<file path="src/rtl/bcd_display_scan_pkg.sv">
// ============================================================================
// Module   : bcd_disp_pkg
// Purpose  : Shared segment codes, scan state type and width helper for the
//            multiplexed BCD display blocks.
// Revision : 1.0 - initial release
// ============================================================================
`default_nettype none

package bcd_disp_pkg;

    // Active-low segment patterns, bit order {g,f,e,d,c,b,a}
    localparam logic [6:0] SEG_0    = 7'b1000000;
    localparam logic [6:0] SEG_1    = 7'b1111001;
    localparam logic [6:0] SEG_2    = 7'b0100100;
    localparam logic [6:0] SEG_3    = 7'b0110000;
    localparam logic [6:0] SEG_4    = 7'b0011001;
    localparam logic [6:0] SEG_5    = 7'b0010010;
    localparam logic [6:0] SEG_6    = 7'b0000010;
    localparam logic [6:0] SEG_7    = 7'b1111000;
    localparam logic [6:0] SEG_8    = 7'b0000000;
    localparam logic [6:0] SEG_9    = 7'b0010000;
    localparam logic [6:0] SEG_DASH = 7'b0111111;
    localparam logic [6:0] SEG_OFF  = 7'b1111111;

    typedef enum logic [0:0] {
        BLANK = 1'b0,
        SHOW  = 1'b1
    } state_t;

    // Bits needed to hold values 0..n-1; never narrower than one bit.
    function automatic int clog2(input int n);
        int w;
        w = 1;
        while ((1 << w) < n) begin
            w = w + 1;
        end
        return w;
    endfunction

endpackage

`default_nettype wire

</file>
<file path="src/rtl/bcd_display_scan_if.sv">
// ============================================================================
// Module   : bcd_display_scan_if
// Purpose  : Digit input and display drive bundle for bcd_display_scan.
// Revision : 1.0 - initial release
// ============================================================================
`default_nettype none

interface bcd_display_scan_if #(
    parameter int ND = 4
);
    logic [4*ND-1:0] DIGITS;
    logic [ND-1:0]   AN;
    logic [6:0]      SEG;
    logic            FRAME;

    modport master (output DIGITS, input AN, input SEG, input FRAME);
    modport slave  (input DIGITS, output AN, output SEG, output FRAME);
endinterface

`default_nettype wire

</file>
<file path="src/rtl/bcd_to_7seg.sv">
// ============================================================================
// Module   : bcd_to_7seg
// Purpose  : Combinational BCD to active-low 7-segment decode; codes 10-15
//            render as a dash.
// Revision : 1.0 - initial release
// ============================================================================
`default_nettype none

module bcd_to_7seg
    import bcd_disp_pkg::*;
(
    input  wire logic [3:0] i_bcd,
    output logic      [6:0] o_seg
);

    always_comb begin
        case (i_bcd)
            4'd0:    o_seg = SEG_0;
            4'd1:    o_seg = SEG_1;
            4'd2:    o_seg = SEG_2;
            4'd3:    o_seg = SEG_3;
            4'd4:    o_seg = SEG_4;
            4'd5:    o_seg = SEG_5;
            4'd6:    o_seg = SEG_6;
            4'd7:    o_seg = SEG_7;
            4'd8:    o_seg = SEG_8;
            4'd9:    o_seg = SEG_9;
            default: o_seg = SEG_DASH;
        endcase
    end

endmodule

`default_nettype wire

</file>
<file path="src/rtl/bcd_display_scan.sv">
// ============================================================================
// Module   : bcd_display_scan
// Purpose  : Frame-snapshotted multiplexed common-anode 7-segment scanner with
//            inter-digit blanking. Optional leading-zero suppression is
//            enabled by defining BCD_SCAN_LZ_BLANK_EN.
// Revision : 1.0 - initial release
// ============================================================================
`default_nettype none

module bcd_display_scan
    import bcd_disp_pkg::*;
#(
    parameter int ND        = 4,
    parameter int PRESCALE  = 1000,
    parameter int BLANK_CYC = 2
)(
    input  wire logic         CLK,
    input  wire logic         RSTn,
    bcd_display_scan_if.slave disp
);

    localparam int PCNT_W = clog2(PRESCALE);
    localparam int BCNT_W = clog2(BLANK_CYC + 1);
    localparam int IDX_W  = clog2(ND);

    localparam logic [PCNT_W-1:0] c_pcnt_last = PCNT_W'(PRESCALE - 1);
    localparam logic [BCNT_W-1:0] c_bcnt_last = BCNT_W'(BLANK_CYC - 1);
    localparam logic [IDX_W-1:0]  c_idx_last  = IDX_W'(ND - 1);

    logic [PCNT_W-1:0] r_pcnt;
    logic [BCNT_W-1:0] r_bcnt;
    logic [IDX_W-1:0]  r_idx;
    logic [4*ND-1:0]   r_snap;
    state_t            r_state;
    logic [ND-1:0]     r_an;
    logic [6:0]        r_seg;
    logic              r_frame;

    logic              w_tick;
    state_t            w_state_nxt;
    logic [BCNT_W-1:0] w_bcnt_nxt;
    logic [IDX_W-1:0]  w_idx_nxt;
    logic [4*ND-1:0]   w_snap_nxt;
    logic              w_frame_nxt;
    logic [3:0]        w_digit;
    logic [6:0]        w_dec_seg;
    logic              w_suppress;
    logic [ND-1:0]     w_an_nxt;
    logic [6:0]        w_seg_nxt;

    assign w_tick = (r_pcnt == c_pcnt_last);

    always_ff @(posedge CLK or negedge RSTn) begin
        if (!RSTn) begin
            r_pcnt <= '0;
        end else if (w_tick) begin
            r_pcnt <= '0;
        end else begin
            r_pcnt <= r_pcnt + 1'b1;
        end
    end

    // State register; display outputs are registered alongside the state
    always_ff @(posedge CLK or negedge RSTn) begin
        if (!RSTn) begin
            r_state <= BLANK;
            r_bcnt  <= '0;
            r_idx   <= c_idx_last;
            r_snap  <= '0;
            r_an    <= '1;
            r_seg   <= SEG_OFF;
            r_frame <= 1'b0;
        end else begin
            r_state <= w_state_nxt;
            r_bcnt  <= w_bcnt_nxt;
            r_idx   <= w_idx_nxt;
            r_snap  <= w_snap_nxt;
            r_an    <= w_an_nxt;
            r_seg   <= w_seg_nxt;
            r_frame <= w_frame_nxt;
        end
    end

    // Next-state: TICK wins over the blank counter so the slot grid stays fixed
    always_comb begin
        w_state_nxt = r_state;
        w_bcnt_nxt  = r_bcnt;
        w_idx_nxt   = r_idx;
        w_snap_nxt  = r_snap;
        w_frame_nxt = 1'b0;
        if (w_tick) begin
            w_state_nxt = BLANK;
            w_bcnt_nxt  = '0;
            if (r_idx == c_idx_last) begin
                w_idx_nxt   = '0;
                w_snap_nxt  = disp.DIGITS;
                w_frame_nxt = 1'b1;
            end else begin
                w_idx_nxt = r_idx + 1'b1;
            end
        end else if (r_state == BLANK) begin
            w_bcnt_nxt = r_bcnt + 1'b1;
            if (r_bcnt == c_bcnt_last) begin
                w_state_nxt = SHOW;
            end
        end
    end

    always_comb begin
        w_digit = 4'd0;
        for (int i = 0; i < ND; i++) begin
            if (w_idx_nxt == IDX_W'(i)) begin
                w_digit = w_snap_nxt[4*i +: 4];
            end
        end
    end

    bcd_to_7seg u_dec (
        .i_bcd (w_digit),
        .o_seg (w_dec_seg)
    );

`ifdef BCD_SCAN_LZ_BLANK_EN
    // Blank digit i>=1 when it and every digit above it are zero
    always_comb begin
        logic all_zero;
        all_zero   = 1'b1;
        w_suppress = 1'b0;
        for (int i = ND - 1; i >= 1; i--) begin
            all_zero = all_zero & (w_snap_nxt[4*i +: 4] == 4'd0);
            if (w_idx_nxt == IDX_W'(i)) begin
                w_suppress = all_zero;
            end
        end
    end
`else
    assign w_suppress = 1'b0;
`endif

    // Output decode from the next state so outputs change with the state
    always_comb begin
        w_an_nxt  = '1;
        w_seg_nxt = SEG_OFF;
        if (w_state_nxt == SHOW) begin
            for (int i = 0; i < ND; i++) begin
                if (w_idx_nxt == IDX_W'(i)) begin
                    w_an_nxt[i] = 1'b0;
                end
            end
            w_seg_nxt = w_suppress ? SEG_OFF : w_dec_seg;
        end
    end

    assign disp.AN    = r_an;
    assign disp.SEG   = r_seg;
    assign disp.FRAME = r_frame;

    a_no_tick_in_blank : assert property (
        @(posedge CLK) disable iff (!RSTn) !((r_state == BLANK) && w_tick)
    );

endmodule

`default_nettype wire

</file>
<file path="src/flat_wrapper.sv">
// flat-port wrapper written by rule: the top's interface ports become plain ports
module bcd_display_scan_flat import bcd_disp_pkg::*;
#(
    parameter int ND        = 4,
    parameter int PRESCALE  = 1000,
    parameter int BLANK_CYC = 2
)
  (CLK, RSTn, disp_DIGITS, disp_AN, disp_SEG, disp_FRAME);
  bcd_display_scan_if #(.ND(ND)) disp_i ();
  input  wire logic CLK;
  input  wire logic RSTn;
  input wire logic [$bits(disp_i.DIGITS)-1:0] disp_DIGITS;
  output wire logic [$bits(disp_i.AN)-1:0] disp_AN;
  output wire logic [$bits(disp_i.SEG)-1:0] disp_SEG;
  output wire logic [$bits(disp_i.FRAME)-1:0] disp_FRAME;
  assign disp_i.DIGITS = disp_DIGITS;
  assign disp_AN = disp_i.AN;
  assign disp_SEG = disp_i.SEG;
  assign disp_FRAME = disp_i.FRAME;
  bcd_display_scan #(.ND(ND), .PRESCALE(PRESCALE), .BLANK_CYC(BLANK_CYC)) u_core (.CLK(CLK), .RSTn(RSTn), .disp(disp_i));
endmodule
</file>
<file path="config.mk">
export PLATFORM = sky130hd
export DESIGN_NAME = bcd_display_scan_flat
export DESIGN_NICKNAME = d
export VERILOG_FILES = /design/src/rtl/bcd_display_scan_pkg.sv /design/src/rtl/bcd_display_scan_if.sv /design/src/rtl/bcd_to_7seg.sv /design/src/rtl/bcd_display_scan.sv /design/src/flat_wrapper.sv
export SDC_FILE = /design/constraint.sdc
export NUM_CORES = 1
export LEC_CHECK = 0
export ABC_CLOCK_PERIOD_IN_PS = 4400
export BUFFER_PORTS_ARGS = -buffer_cell sky130_fd_sc_hd__buf_2
export CELL_PAD_IN_SITES_DETAIL_PLACEMENT = 1
export CELL_PAD_IN_SITES_GLOBAL_PLACEMENT = 1
export CORE_MARGIN = 2
export CORE_UTILIZATION = 35
export DETAILED_ROUTE_END_ITERATION = 6
export PLACE_DENSITY_LB_ADDON = 0.2
export SLEW_MARGIN = 10
export SYNTH_ARGS = -nofsm -noshare
export SYNTH_HDL_FRONTEND = slang
export SYNTH_SLANG_ARGS = --single-unit
</file>
<file path="constraint.sdc">
create_clock -name CLK -period 4.4 [get_ports CLK]
set_input_delay 0.88 -clock CLK [delete_from_list [all_inputs] [get_ports CLK]]
set_output_delay 0.88 -clock CLK [all_outputs]
set_load 0.01 [all_outputs]
</file>
After elaboration in Yosys (flattened, before gate mapping)
Memories as Yosys holds them, arrays and structs flattened.
Cells that the tools add are included.

operators by class
  add/subtract/negate cells = 3
  multiply operators = 0
  div/mod/pow operators = 0
  magnitude comparators = 0
  equal/unequal tests = 7
  shift operators = 0
  mux-type cells = 22
  bitwise operators = 0
  reduce and logical (&&, ||, !) cells = 1

operator list
  operator               count
  $mux 16                2
  $mux 4                 5
  $add 10x1->10 const B  1
  $eq 10x10->1 const B   1
  $mux 10                1
  $mux 1                 9
  $mux 2                 4
  $mux 7                 1
  $eq 2x2->1 const B     3
  $add 2x1->2 const B    2
  $eq 2x1->1 const B     2
  $logic_not 2->1        1
  $ne 2x2->1 const B     1

storage, ports and cells
  register bits after elaboration = 43
  bits in latches = 0
  RAM bits = 0
  bits in read-only memories = 112
  input bits = 18
  output and inout bits = 12
  word-level logic and storage cells = 42
  memories = 1

memories
  name              depth  width  rd ports  clocked after Yosys merged registers in  write ports  RTL line           source
  (name not given)  16     7      1         0                                        0            bcd_to_7seg.sv:17  case (i_bcd)

Longest topological paths before layout
An unclocked memory read counts as a cell.

  depth after elaboration = 10
  mapped depth = 12

Hierarchy
Synthesis repeated with hierarchy kept, for this count alone.

second synthesis, totals
  cell total of the unflattened synthesis = 182
  area, all modules = 2127.0 um^2

by module, submodules not included
  module            instances  cells each  area each (um^2)  seq. area each (um^2)
  bcd_display_scan  1          151         1886.8            1092.3
  bcd_to_7seg       1          31          240.2             0.0

Least setup slack after synthesis
Ideal clock, no wire load.

  path type = register to register
  from = register u_core.r_pcnt[4]
  to = register u_core.r_seg[1] (netlist: u_core.disp.SEG[1])
  setup time = 0.093 ns
  data arrival time = 3.157 ns
  data required time = 4.307 ns
  setup slack = 1.150 ns
  cell stages (with the launch flop) = 9
  clock period less this slack = 3.250 ns
  path through = dfrtp_1 or3b_4 nor3_1 mux2i_1 mux4_2 inv_1 ha_1 a21oi_1 o21ai_1

between the ends
  word-level cells in the longest chain between the ends = 9
  elaborated cells on any way between the ends = 14
  classes of those cells = 4 x eq/ne; 8 x mux; 1 x reduce/logical; 1 x memory

RTL lines
  item                     RTL line                 source
  from (decl)              bcd_display_scan.sv:30   logic [PCNT_W-1:0] r_pcnt;
  from (signal assigned)   bcd_display_scan.sv:59   r_pcnt <= r_pcnt + 1'b1;
  $eq 10x10->1 (*)         bcd_display_scan.sv:51   assign w_tick = (r_pcnt == c_pcnt_last);
  $mux 2                   bcd_display_scan.sv:91   if (w_tick) begin
  $logic_not 2->1          bcd_display_scan.sv:112  if (w_idx_nxt == IDX_W'(i)) begin
  $mux 4 (4 in series)     bcd_display_scan.sv:112
  $mem_v2 16x7             -
  $mux 7 (*)               bcd_display_scan.sv:144  if (w_state_nxt == SHOW) begin
  via u_core.w_seg_nxt[1]  bcd_display_scan.sv:49   logic [6:0] w_seg_nxt;
  to (signal assigned)     bcd_display_scan.sv:79   r_seg <= w_seg_nxt;
  to (decl)                bcd_display_scan.sv:36   logic [6:0] r_seg;

Mark *: on every way through the listed nets, which the timed path passes. The rest lies on a longest branch.
A chain may end at the register's enable or synchronous reset.

Worst setup path in the final report
Same ends and word-level chain as after synthesis.

==> metrics.txt <==
critical path launch point u_core.r_pcnt[4]; endpoints failing setup 0; width of the die slightly below 80 um; clock skew 0.01146 ns; fmax ~0.27 GHz; Startpoint Class flip-flop; Post-layout nets 231; GR Util met3 under 10%; GR peak layer met2; Placed Instances 269; Seq/Total Area, Yosys 54.63%; Post-Syn Area per Cell roughly 12 um^2; worst r2r src u_core.r_pcnt[4]; clk sinks 43; IO buf count 29; ratio of cells with drive above 1 in the final layout 32.20%; Critical Path AT a little under 4 ns; PostCTS Resize Cnt 0; part of the power in registers 57.3%; Hold Fails Final Rpt 0; gr usage total 15.65%; worst relative slew slack approximately 36%; CTS H-Tree Depth 2; sw frac about 24%; RSZ-0062 raised after global routing no; Post-CTS Setup Bufs 0; internal power between 0.5 and 0.6 mW; starting DRC count in detailed routing 42; CP delay by family, top simple AND/OR/NAND/NOR gates; synthesized cell area around 2000 um^2; Synth cell types 33; Worst IR Drop VDD ~0.13 mV; # hold bufs at CTS 0; diode count 0; Slew @ Worst Pin 0.9650 ns; commonest non-fill, non-tap cells in the layout 30 x dfrtp_1, 29 x buf_2, 24 x nand2_1, 14 x inv_1; Net Count, Synth just under 200; Final Max Tran Viols 0; Post-synth top flop dfrtp_1; EDFF count, synth 0; Sw Pwr about 0.17 mW; leak pwr approximately 1.1 nW; Worst EP required between 4 and 5 ns; TritonRoute pass-1 iters 4; Slowest cell on crit path nor3_1; worst path cell trace or3b_4 > nor3_1 > buf_4 > mux2i_1 > mux4_2 > inv_1 > ha_1 > a21oi_1 > o21ai_1; Routed Antenna Nets 0; worst setup margin approximately 0.63 ns; Final period util between 80% and 90%; crit path capture type flip-flop; Die Y 79.58 um; Post-synth ARST share 100.0%; Total Neg Setup Slack 0 ns; CTS Buf Count 5; status finished clean; clock slew at reported path FFs about 0.090 ns; Post-DP HPWL 3163 um; crit path buf inv count 2; Place WS between 0.6 and 0.7 ns; met1 GRT Util 19.47%; Final min period ~3.8 ns; site row count 27; vias in the first global route between 1,500 and 2,000; CP max FO 9; CTS tree done; PD cells between 300 and 400 nW/um^2; Combinational Power Share ~7%; CTS Root Cell clkbuf_8; Skew-Pair Late Insertion Delay 0.30 ns; total of max-cap violations 0; antenna violations before repair 0; total number of vias between 1,000 and 1,500; I/O Pins 30; Hold Path Origin u_core.r_snap[12]; Hold Path Class reg2reg; Syn-to-layout area delta 15.52%; Starting Density a little over a third; Post-Syn Instances 171; grt total ovfl 0; routed wire length about 4200 um; Via density about 4.9; clock power share ~36%; drt wl/cell between 15 and 20 um; number of register bits inferred by synthesis between 40 and 50; largest net degree at the start of global routing 44; RePlAce Congestion 0.8212; slowest stage delay, CP roughly 0.74 ns; commonest non-fill, non-tap cell in the layout dfrtp_1; Synthesis Warnings 0; # fillers between 600 and 700; first-pass GRT wire length 7507 um; core area about 5500 um^2; crit path kind reg2reg; DRC violations left 0; GR Util met2 between 20% and 30%; clock buffer depth 2; DIE AREA about 6300 um^2; final std cells w/o fill between 200 and 300
[path summary, 6_finish.rpt]
| path | endpoint | slack, ns | depth (start not counted) |
|---|---|---|---|
| worst min register to register | u_core.r_snap[12] | 0.48 | 2 |
| worst max-delay path | u_core.disp.SEG[1] | 0.63 | 9 |
| min in group asynchronous | u_core.r_snap[3] | 0.73 | 1 |
| worst min-delay path | u_core.r_snap[12] | 0.48 | 2 |
| worst max register to register | u_core.disp.SEG[1] | 0.63 | 9 |
| max in group asynchronous | u_core.r_state | 3.07 | 1 |
[through the flow]
| stage | utilization (%) | area, um^2 | hold slack [ns] | power, mW |
|---|---|---|---|---|
| 2_1_floorplan | - | 1999 | 0.4339 | 0.4427 |
| 3_3_place_gp | 40.24 | 2216 | 0.4590 | 0.4671 |
| 3_5_place_dp | 40.24 | 2216 | 0.4612 | 0.4689 |
| 4_1_cts | 41.95 | 2310 | 0.4825 | 0.7300 |
| 5_1_grt | 41.95 | 2310 | 0.5155 | 0.7541 |
| 6_report | 41.95 | 2310 | 0.4760 | 0.7163 |
[state kept, by name, indices dropped and copies added (netlist names)]
| register | flops |
|---|---|
| u_core.r_bcnt | 2 |
| u_core.disp.SEG | 7 |
| u_core.disp.FRAME | 1 |
| u_core.disp.AN | 4 |
| u_core.r_snap | 16 |
| u_core.r_state | 1 |
| u_core.r_idx | 2 |
| u_core.r_pcnt | 10 |
[worst min-delay path: cells and delay by family (launching register included)]
family	cells	cell delay, ns
flops	1	0.35
simple gates	2	0.10
[cell usage after synthesis (3+ instances only)]
library cell	instances	share of area (%)
mux2_2	3	1.7
ha_1	9	5.6
xor2_1	5	2.2
nand3_1	5	1.3
nor2_1	13	2.4
inv_1	14	2.6
nand2_1	24	4.5
dfstp_2	13	17
o21ai_0	5	1.3
dfrtp_1	30	38
clkbuf_1	3	0.56
mux2i_1	7	3.5
a32oi_1	4	1.8
a21oi_1	4	1.0
mux4_2	5	5.6
[cells by family after synthesis]
group	share of synthesized area, %
DFF	54.63
buffers and inverters	4.693
adders and majority gates	5.632
AOI/OAI and AO/OA	4.943
muxes	12.89
and+or+nand+nor	14.14
xor gates and xnor gates	3.066
[power by group through the flow]
stage	Combinational, mW	Sequential [mW]	Clock (mW)
detailed placement	0.0514	0.418	0
CTS	0.0515	0.410	0.268
global route	0.0569	0.412	0.286
floorplan	0.0221	0.421	0
finish	0.0501	0.410	0.256
global placement	0.0499	0.417	0
[routing by layer]
layer | share of wire (%) | vias to the layer above
li1 | - | 646
met1 | 45 | 676
met2 | 50 | 28
met3 | 3.7 | 5
met4 | 0.85 | 0
met5 | 0 | -
[area by class of cell]
type | count | area (um^2) | area share, %
Inverter | 14 | 52.55 | 2.275
Clock buffer | 5 | 68.82 | 2.979
Sequential cell | 43 | 1092 | 47.29
Clock inverter | 3 | 25.02 | 1.083
Multi-Input combinational cell | 108 | 813.3 | 35.21
Tap cell | 72 | 90.09 | 3.900
Timing Repair Buffer | 32 | 167.7 | 7.259
Power figures use the tool's default switching activity.
